--- config.mk ---
export PLATFORM = sky130hd
export DESIGN_NAME = gpio_sr_serializer
export DESIGN_NICKNAME = d
export VERILOG_FILES = /design/src/rtl/gpio_sr_pkg.sv /design/src/rtl/gpio_sr_tick.sv /design/src/rtl/gpio_sr_serializer.sv
export SDC_FILE = /design/constraint.sdc
export NUM_CORES = 1
export LEC_CHECK = 0
export BUFFER_PORTS_ARGS = -buffer_cell sky130_fd_sc_hd__clkbuf_2
export CORE_MARGIN = 1.5
export CORE_UTILIZATION = 51
export DETAILED_ROUTE_END_ITERATION = 10
export PLACE_DENSITY = 0.85
export SLEW_MARGIN = 20
export SYNTH_ARGS = -nofsm -noshare
export SYNTH_HDL_FRONTEND = slang
export SYNTH_HIERARCHICAL = 1
export SYNTH_SLANG_ARGS = --single-unit
--- constraint.sdc ---
create_clock -name clk -period 1.6 [get_ports clk]
set_input_delay 0.08 -clock clk [delete_from_list [all_inputs] [get_ports clk]]
set_output_delay 0.08 -clock clk [all_outputs]
set_load 0.01 [all_outputs]
--- src/rtl/gpio_sr_pkg.sv ---
// Shared types and helpers for the GPIO shift-register serializer.
package gpio_sr_pkg;

    typedef enum logic [2:0] {
        ST_IDLE     = 3'd0,
        ST_LOAD     = 3'd1,
        ST_SHIFT_LO = 3'd2,
        ST_SHIFT_HI = 3'd3,
        ST_LATCH    = 3'd4
    } state_e;

    // Counter width able to hold n-1, never narrower than one bit.
    function automatic int cnt_width(input int n);
        return (n > 1) ? $clog2(n) : 1;
    endfunction

endpackage

--- src/rtl/gpio_sr_tick.sv ---
// Reloadable down-counter; tick_o marks the last cycle of a CLK_DIV-long phase.
module gpio_sr_tick
    import gpio_sr_pkg::*;
#(
    parameter int CLK_DIV = 4
) (
    input  logic clk,
    input  logic rst_n,
    input  logic reload_i,
    output logic tick_o
);

    localparam int W = cnt_width(CLK_DIV);
    localparam logic [W-1:0] RELOAD = W'(CLK_DIV - 1);

    logic [W-1:0] cnt_q;
    logic [W-1:0] cnt_d;

    // Next count: reload on phase entry, otherwise count down and hold at zero.
    always_comb begin
        cnt_d = cnt_q;
        if (reload_i) begin
            cnt_d = RELOAD;
        end else if (cnt_q != {W{1'b0}}) begin
            cnt_d = cnt_q - W'(1);
        end else begin
            cnt_d = cnt_q;
        end
    end

    // Counter register.
    always_ff @(posedge clk or negedge rst_n) begin
        if (!rst_n) begin
            cnt_q <= RELOAD;
        end else begin
            cnt_q <= cnt_d;
        end
    end

    assign tick_o = (cnt_q == {W{1'b0}});

endmodule

--- src/rtl/gpio_sr_serializer.sv ---
// Drives a 74HC595-style shift/latch register from the GPIO output value,
// resending on every change or on request; outputs stay disabled until the first latch.
module gpio_sr_serializer
    import gpio_sr_pkg::*;
#(
    parameter int DATA_W    = 8,
    parameter int CLK_DIV   = 4,
    parameter bit MSB_FIRST = 1'b1
) (
    input  logic              clk,
    input  logic              rst_n,
    input  logic [DATA_W-1:0] gpio_in,
    input  logic              force_refresh,
    output logic              sr_data,
    output logic              sr_clk,
    output logic              sr_latch,
    output logic              sr_oe_n,
    output logic              busy,
    output logic              done
);

    localparam int BC_W = cnt_width(DATA_W);
    localparam logic [BC_W-1:0] BIT_LAST = BC_W'(DATA_W - 1);

    state_e            state_q;
    logic [DATA_W-1:0] shreg_q;
    logic [DATA_W-1:0] last_sent_q;
    logic [BC_W-1:0]   bit_cnt_q;
    logic              pending_q;
    logic              sr_data_q;
    logic              sr_clk_q;
    logic              sr_latch_q;
    logic              sr_oe_n_q;
    logic              busy_q;
    logic              done_q;

    logic              timed_s;
    logic              reload_s;
    logic              tick_s;
    logic              start_s;
    logic [DATA_W-1:0] shifted_s;

    function automatic logic out_bit(input logic [DATA_W-1:0] v);
        return MSB_FIRST ? v[DATA_W-1] : v[0];
    endfunction

    // Phase timing, start detection and the next shift-register image.
    always_comb begin
        timed_s   = (state_q == ST_SHIFT_LO) || (state_q == ST_SHIFT_HI) ||
                    (state_q == ST_LATCH);
        reload_s  = !timed_s || tick_s;
        start_s   = (gpio_in != last_sent_q) || pending_q || force_refresh;
        shifted_s = MSB_FIRST ? (shreg_q << 1) : (shreg_q >> 1);
    end

    gpio_sr_tick #(
        .CLK_DIV (CLK_DIV)
    ) u_tick (
        .clk      (clk),
        .rst_n    (rst_n),
        .reload_i (reload_s),
        .tick_o   (tick_s)
    );

    // Transfer FSM; pad outputs are set on the transition into each state.
    always_ff @(posedge clk or negedge rst_n) begin
        if (!rst_n) begin
            state_q     <= ST_IDLE;
            shreg_q     <= {DATA_W{1'b0}};
            last_sent_q <= {DATA_W{1'b0}};
            bit_cnt_q   <= {BC_W{1'b0}};
            pending_q   <= 1'b1;
            sr_data_q   <= 1'b0;
            sr_clk_q    <= 1'b0;
            sr_latch_q  <= 1'b0;
            sr_oe_n_q   <= 1'b1;
            busy_q      <= 1'b0;
            done_q      <= 1'b0;
        end else begin
            done_q    <= 1'b0;
            pending_q <= pending_q | force_refresh;
            case (state_q)
                ST_IDLE: begin
                    if (start_s) begin
                        state_q <= ST_LOAD;
                        busy_q  <= 1'b1;
                    end
                end
                ST_LOAD: begin
                    shreg_q     <= gpio_in;
                    last_sent_q <= gpio_in;
                    bit_cnt_q   <= BIT_LAST;
                    // A refresh arriving in this very cycle must survive the clear.
                    pending_q   <= force_refresh;
                    sr_data_q   <= out_bit(gpio_in);
                    sr_clk_q    <= 1'b0;
                    state_q     <= ST_SHIFT_LO;
                end
                ST_SHIFT_LO: begin
                    if (tick_s) begin
                        sr_clk_q <= 1'b1;
                        state_q  <= ST_SHIFT_HI;
                    end
                end
                ST_SHIFT_HI: begin
                    if (tick_s) begin
                        sr_clk_q <= 1'b0;
                        if (bit_cnt_q == {BC_W{1'b0}}) begin
                            sr_latch_q <= 1'b1;
                            state_q    <= ST_LATCH;
                        end else begin
                            shreg_q   <= shifted_s;
                            bit_cnt_q <= bit_cnt_q - BC_W'(1);
                            sr_data_q <= out_bit(shifted_s);
                            state_q   <= ST_SHIFT_LO;
                        end
                    end
                end
                ST_LATCH: begin
                    if (tick_s) begin
                        sr_latch_q <= 1'b0;
                        sr_oe_n_q  <= 1'b0;
                        done_q     <= 1'b1;
                        busy_q     <= 1'b0;
                        state_q    <= ST_IDLE;
                    end
                end
                default: begin
                    state_q    <= ST_IDLE;
                    sr_clk_q   <= 1'b0;
                    sr_latch_q <= 1'b0;
                    busy_q     <= 1'b0;
                end
            endcase
        end
    end

    assign sr_data  = sr_data_q;
    assign sr_clk   = sr_clk_q;
    assign sr_latch = sr_latch_q;
    assign sr_oe_n  = sr_oe_n_q;
    assign busy     = busy_q;
    assign done     = done_q;

endmodule
== Word level (Yosys, flattened, before mapping) ==
Index checks and enable logic that the tools add are counted.

* Word-level logic and storage cells: 78
* Output and inout port bits: 6
* Register bits after elaboration: 30
* Bits of input ports: 11

* Reduce and logical (&&, ||, !) cells: 21
* Equal/unequal tests: 11
* Bitwise operators: 4
* Mux-type cells: 28
* $add $sub $neg: 2

{| class="wikitable"
|+ Operator list
! kind !! count
|-
| 3-bit 2-to-1 mux || 7
|-
| 3-bit one-hot mux with 5 select lines || 1
|-
| 7-bit 2-to-1 mux || 2
|-
| 7-bit one-hot mux with 2 select lines || 1
|-
| 1-bit 2-to-1 mux || 10
|-
| 2-bit inequality test (second input constant) || 5
|-
| 1-bit one-hot mux with 3 select lines || 3
|-
| 3-bit AND reduction || 3
|-
| 8-bit inequality test || 1
|-
| 4-bit AND reduction || 2
|-
| 3-bit by 2-bit == test with 1-bit output (second input constant) || 2
|-
| 3-bit logical NOT || 2
|-
| 3-bit one-hot mux with 2 select lines || 1
|-
| 2-bit nonzero test || 3
|-
| 3-bit OR reduction || 2
|-
| 1-bit logical OR || 5
|-
| 2-bit 2-to-1 mux || 2
|-
| 3-bit by 1-bit == test with 1-bit output (second input constant) || 1
|-
| 3-bit == test (second input constant) || 1
|-
| 1-bit NOT || 3
|-
| 3-bit by 1-bit subtractor with 3-bit output (second input constant) || 1
|-
| 2-bit logical NOT || 1
|-
| 2-bit by 1-bit inequality test with 1-bit output (second input constant) || 1
|-
| 1-bit one-hot mux with 2 select lines || 1
|-
| other kinds (5) || 5
|}

== Longest topological paths before layout ==
* Depth in word-level cells: 6
* Depth in mapped cells: 8
* Mapped depth without buffers: 7

== Cells and area by module ==
The synthesis kept the hierarchy.

{| class="wikitable"
|+ By module, submodules not included
! module !! cells each !! area an instance (um^2) !! sequential area each (um^2) !! instances
|-
| gpio_sr_serializer || 122 || 1326.3 || 703.2 || 1
|-
| gpio_sr_tick || 9 || 100.1 || 52.6 || 1
|}

== Least setup slack after synthesis ==
Ideal clock, no wire load.

* Path kind: register to register
* From: register bit_cnt_q[0]
* To: register bit_cnt_q[0]
* Period minus slack after synthesis: 1.541 ns
* Data arrival time: 1.464 ns
* Cell stages (with the launch flop): 9
* Slack: 0.059 ns
* Buffers on the path: 1
* Data required time: 1.523 ns
* Setup time: 0.077 ns
* Cell sequence: dfrtp_1 inv_1 ha_1 ha_1 nand2b_2 a21oi_4 buf_6 nor2_1 a21oi_1

* Cells in the longest elaborated chain, start to end: 4
* Elaborated cells on any way between the ends: 7
* Classes of those cells: add/sub: 1; eq/ne: 1; mux: 3; reduce/logical: 2

{| class="wikitable"
|+ Ends and longest elaborated chain
! what !! RTL line !! source
|-
| from (decl) || gpio_sr_serializer.sv:28 || <nowiki>logic [BC_W-1:0] bit_cnt_q;</nowiki>
|-
| from (signal assigned) || gpio_sr_serializer.sv:71 || <nowiki>bit_cnt_q <= {BC_W{1'b0}};</nowiki>
|-
| from (signal assigned) || gpio_sr_serializer.sv:113 || <nowiki>bit_cnt_q <= bit_cnt_q - BC_W'(1);</nowiki>
|-
| 3-bit by 1-bit subtractor with 3-bit output || gpio_sr_serializer.sv:113 ||
|-
| 3-bit 2-to-1 mux || gpio_sr_serializer.sv:108 || <nowiki>if (bit_cnt_q == {BC_W{1'b0}}) begin</nowiki>
|-
| 3-bit 2-to-1 mux || gpio_sr_serializer.sv:106 || <nowiki>if (tick_s) begin</nowiki>
|-
| 3-bit one-hot mux with 2 select lines || gpio_sr_serializer.sv:82 || <nowiki>case (state_q)</nowiki>
|}

Parallel ways exist; a longest one is shown, timed or not. The select of a mux whose other input is x is not followed.
A chain may end at the register's enable or synchronous reset.

== Final worst setup path ==
* From: register bit_cnt_q[1]
* To: register bit_cnt_q[1]

The elaborated chain is that of the path after synthesis.

==> run metrics <==
CTS buffer count=5; largest net degree at the start of global routing=31; Yosys reg bits=30; max-cap violations=0; Core ar.=2570 µm²; final hold viol count=0; clk slew on worst S/H paths=90 ps; DIE AREA=3120 µm²; multi-input combinational cell area=639 µm²; Post-Syn Instances=131; PD cells=771 nW/µm²; DPL Wire Length=1880 µm; number of global-route vias before repair=1064; Placer Congestion=0.733; grt ovf=0; chip height=55.9 µm; Leak=0.825 nW; CTS tree=done; Unique masters post-synth=28; crit share post-route=96.1%; Final Critical Period=1540 ps; crit path capture type=flip-flop; fin area=1740 µm²; ratio of cells with drive above 1 in the final layout=31.1%; # nets final=174; Pre-antenna DRT Iters=4; Post-Syn Area=1430 µm²; Syn Nets=145; TritonCTS Sinks=30; vias post-DR=1058; first-pass GRT wire length=4440 µm; clk_skew=14.4 ps; starting density of the core=55.6%; initial antenna violation count=0; H-tree depth=2; register area=756 µm²; area grow syn2layout=22.0%; critical path required time=1860 ps; Routed WL=2820 µm; Yosys warning total=6; DRC=0; WL/cell=14.7 µm; Slew Limit Fails=0; I/O Buffers=16; Fillers=196; mean post-synth cell area=10.9 µm²; outcome=completed; CTS Buffer Depth=2; final setup vio count=0; number of flops mapped to enable cells by yosys=0; placed inst area=1560 µm²; kind of critical path=reg2reg; Finished Core Util=67.8%; crit path max fanout=4; worst hold path class=in2reg; post-route ant nets=0; IO Pins=17; Worst-Margin Slew=724 ps; Antenna Cells=0; Worst-Skew Late Latency=340 ps; Rel. slew slack=51.7%; crit start category=flip-flop; VDD IR max=0.789 mV; Vias per Instance=5.54; Synth Flop Type=dfrtp_1; FMAX=650 MHz; CTS root buffer=clkbuf_4; Rows=18; drt first-iter violations=25; asr flop ratio synth=100%; sequential cell area fraction in the yosys report=53.0%; GRT Util Overall=18.9%; Arrival @ worst endpoint=1800 ps; Die W=55.9 µm
-- sequential cells by signal (all words and copies together), names as in the netlist --
name,cells
done,1
state_q,3
sr_data,1
sr_latch,1
u_tick/cnt_q,2
sr_oe_n,1
bit_cnt_q,3
pending_q,1
busy,1
sr_clk,1
shreg_q,7
last_sent_q,8
-- critical path: stages, from the launching register on --
cell and delay [ps]:
dfrtp_1 360, inv_1 70, ha_4 160, ha_4 150
nand2b_4 140, a21oi_4 240, clkbuf_16 180, nor2_1 40
a21oi_1 110
-- cell usage after synthesis (all sizes together), types with 2 or more instances --
library cell,number,area (µm²)
nor3,5,25.0
buf,4,26.3
nand4,2,12.5
mux2i,8,80.1
dfstp,4,105
nor2,16,67.6
mux2,7,78.8
inv,10,37.5
nor2b,2,12.5
dfrtp,26,651
xnor2,9,78.8
nand2b,4,30.0
a21oi,12,71.3
ha,3,37.5
o21ai,5,25.0
nand2,6,22.5
-- report_power, final --
group,switching [mW],internal (mW),leakage [nW],total (mW)
Clock,0.270,0.213,0.0353,0.483
Combinational,0.0390,0.0398,0.424,0.0788
Sequential,0.00872,0.771,0.366,0.780
Total,0.318,1.02,0.825,1.34
-- routing by layer --
metal / share of wire, % / GRT usage (%) / up-vias / wire, µm
met5: 0 / 0 / - / 0
met4: 3.3 / 13.6 / 0 / 93
met3: 3.4 / 4.88 / 10 / 97
met2: 52 / 31.1 / 25 / 1480
met1: 41 / 21.2 / 522 / 1150
li1: - / - / 501 / -
-- timing repair --
| action | 4_1_cts | 5_1_grt |
|---|---|---|
| endpoints found under the hold margin | 29 | 0 |
| pin swaps | 0 | 2 |
| hold buffers | 3 | 0 |
| resized for setup | 0 | 6 |
| gates cloned | 0 | 2 |
| setup endpoints to repair | 1 | 12 |
| buffers inserted | 1 | 0 |
-- area by class of cell --
cell class,count,share of cell area (%)
multi-input combinational,87,36.7
clock buffer,7,3.16
timing repair buffer,26,12.1
clock inverter,1,0.288
tap,30,2.16
sequential,30,43.4
inverter,10,2.16
-- cell usage in the layout, fill, tap and decap left out, types with 3 or more instances in the layout --
cell           Yosys  routed
a21oi_1           11      11
dfstp_2            4       4
buf_4              0       4
mux2i_1            8       8
xnor2_1            9       9
inv_1             10      10
dfrtp_1           26      26
mux2_2             7       7
clkbuf_2           0      16
o21ai_0            5       5
dlygate4sd3_1      0       3
nand2_1            6       6
clkbuf_4           0       5
nor2_1            15      15
nor3_1             5       5
-- final timing paths --
check,start,to,slack (ps),depth (start not counted)
worst min-delay path,gpio_in[6],last_sent_q[6]$_DFFE_PN0P_,20,2
worst min register to register,pending_q$_DFF_PN1_,pending_q$_DFF_PN1_,490,2
worst max-delay path,bit_cnt_q[1]$_DFFE_PN0P_,bit_cnt_q[1]$_DFFE_PN0P_,60,8
worst max register to register,bit_cnt_q[1]$_DFFE_PN0P_,bit_cnt_q[1]$_DFFE_PN0P_,60,8
max in group asynchronous,rst_n,bit_cnt_q[1]$_DFFE_PN0P_,820,2
min in group asynchronous,rst_n,sr_clk$_DFFE_PN0P_,310,2
-- per-stage QoR --
stage,hold WS [ps],worst slack (ps),setup TNS [ps],cells,power (mW)
after floorplan,-216,59.0,0,131,0.828
after global routing,22.1,-17.4,-40.1,191,1.40
after global placement,161,90.2,0,177,0.866
final,20.0,62.1,0,191,1.34
after detailed placement,170,1.27,0,177,0.869
after CTS,13.5,18.3,0,189,1.35
-- cell families (layout without fill, tap and decap cells) --
| group | after synthesis | after routing | synth area share (%) |
|---|---|---|---|
| flops | 30 | 30 | 53.0 |
| simple gates | 38 | 38 | 13.5 |
| xor+xnor | 10 | 10 | 6.14 |
| fa+ha+maj | 3 | 3 | 2.63 |
| mux | 15 | 15 | 11.1 |
| compound gates | 21 | 21 | 9.12 |
| buf+inv | 14 | 44 | 4.47 |
(Power assumes the default switching activity.)
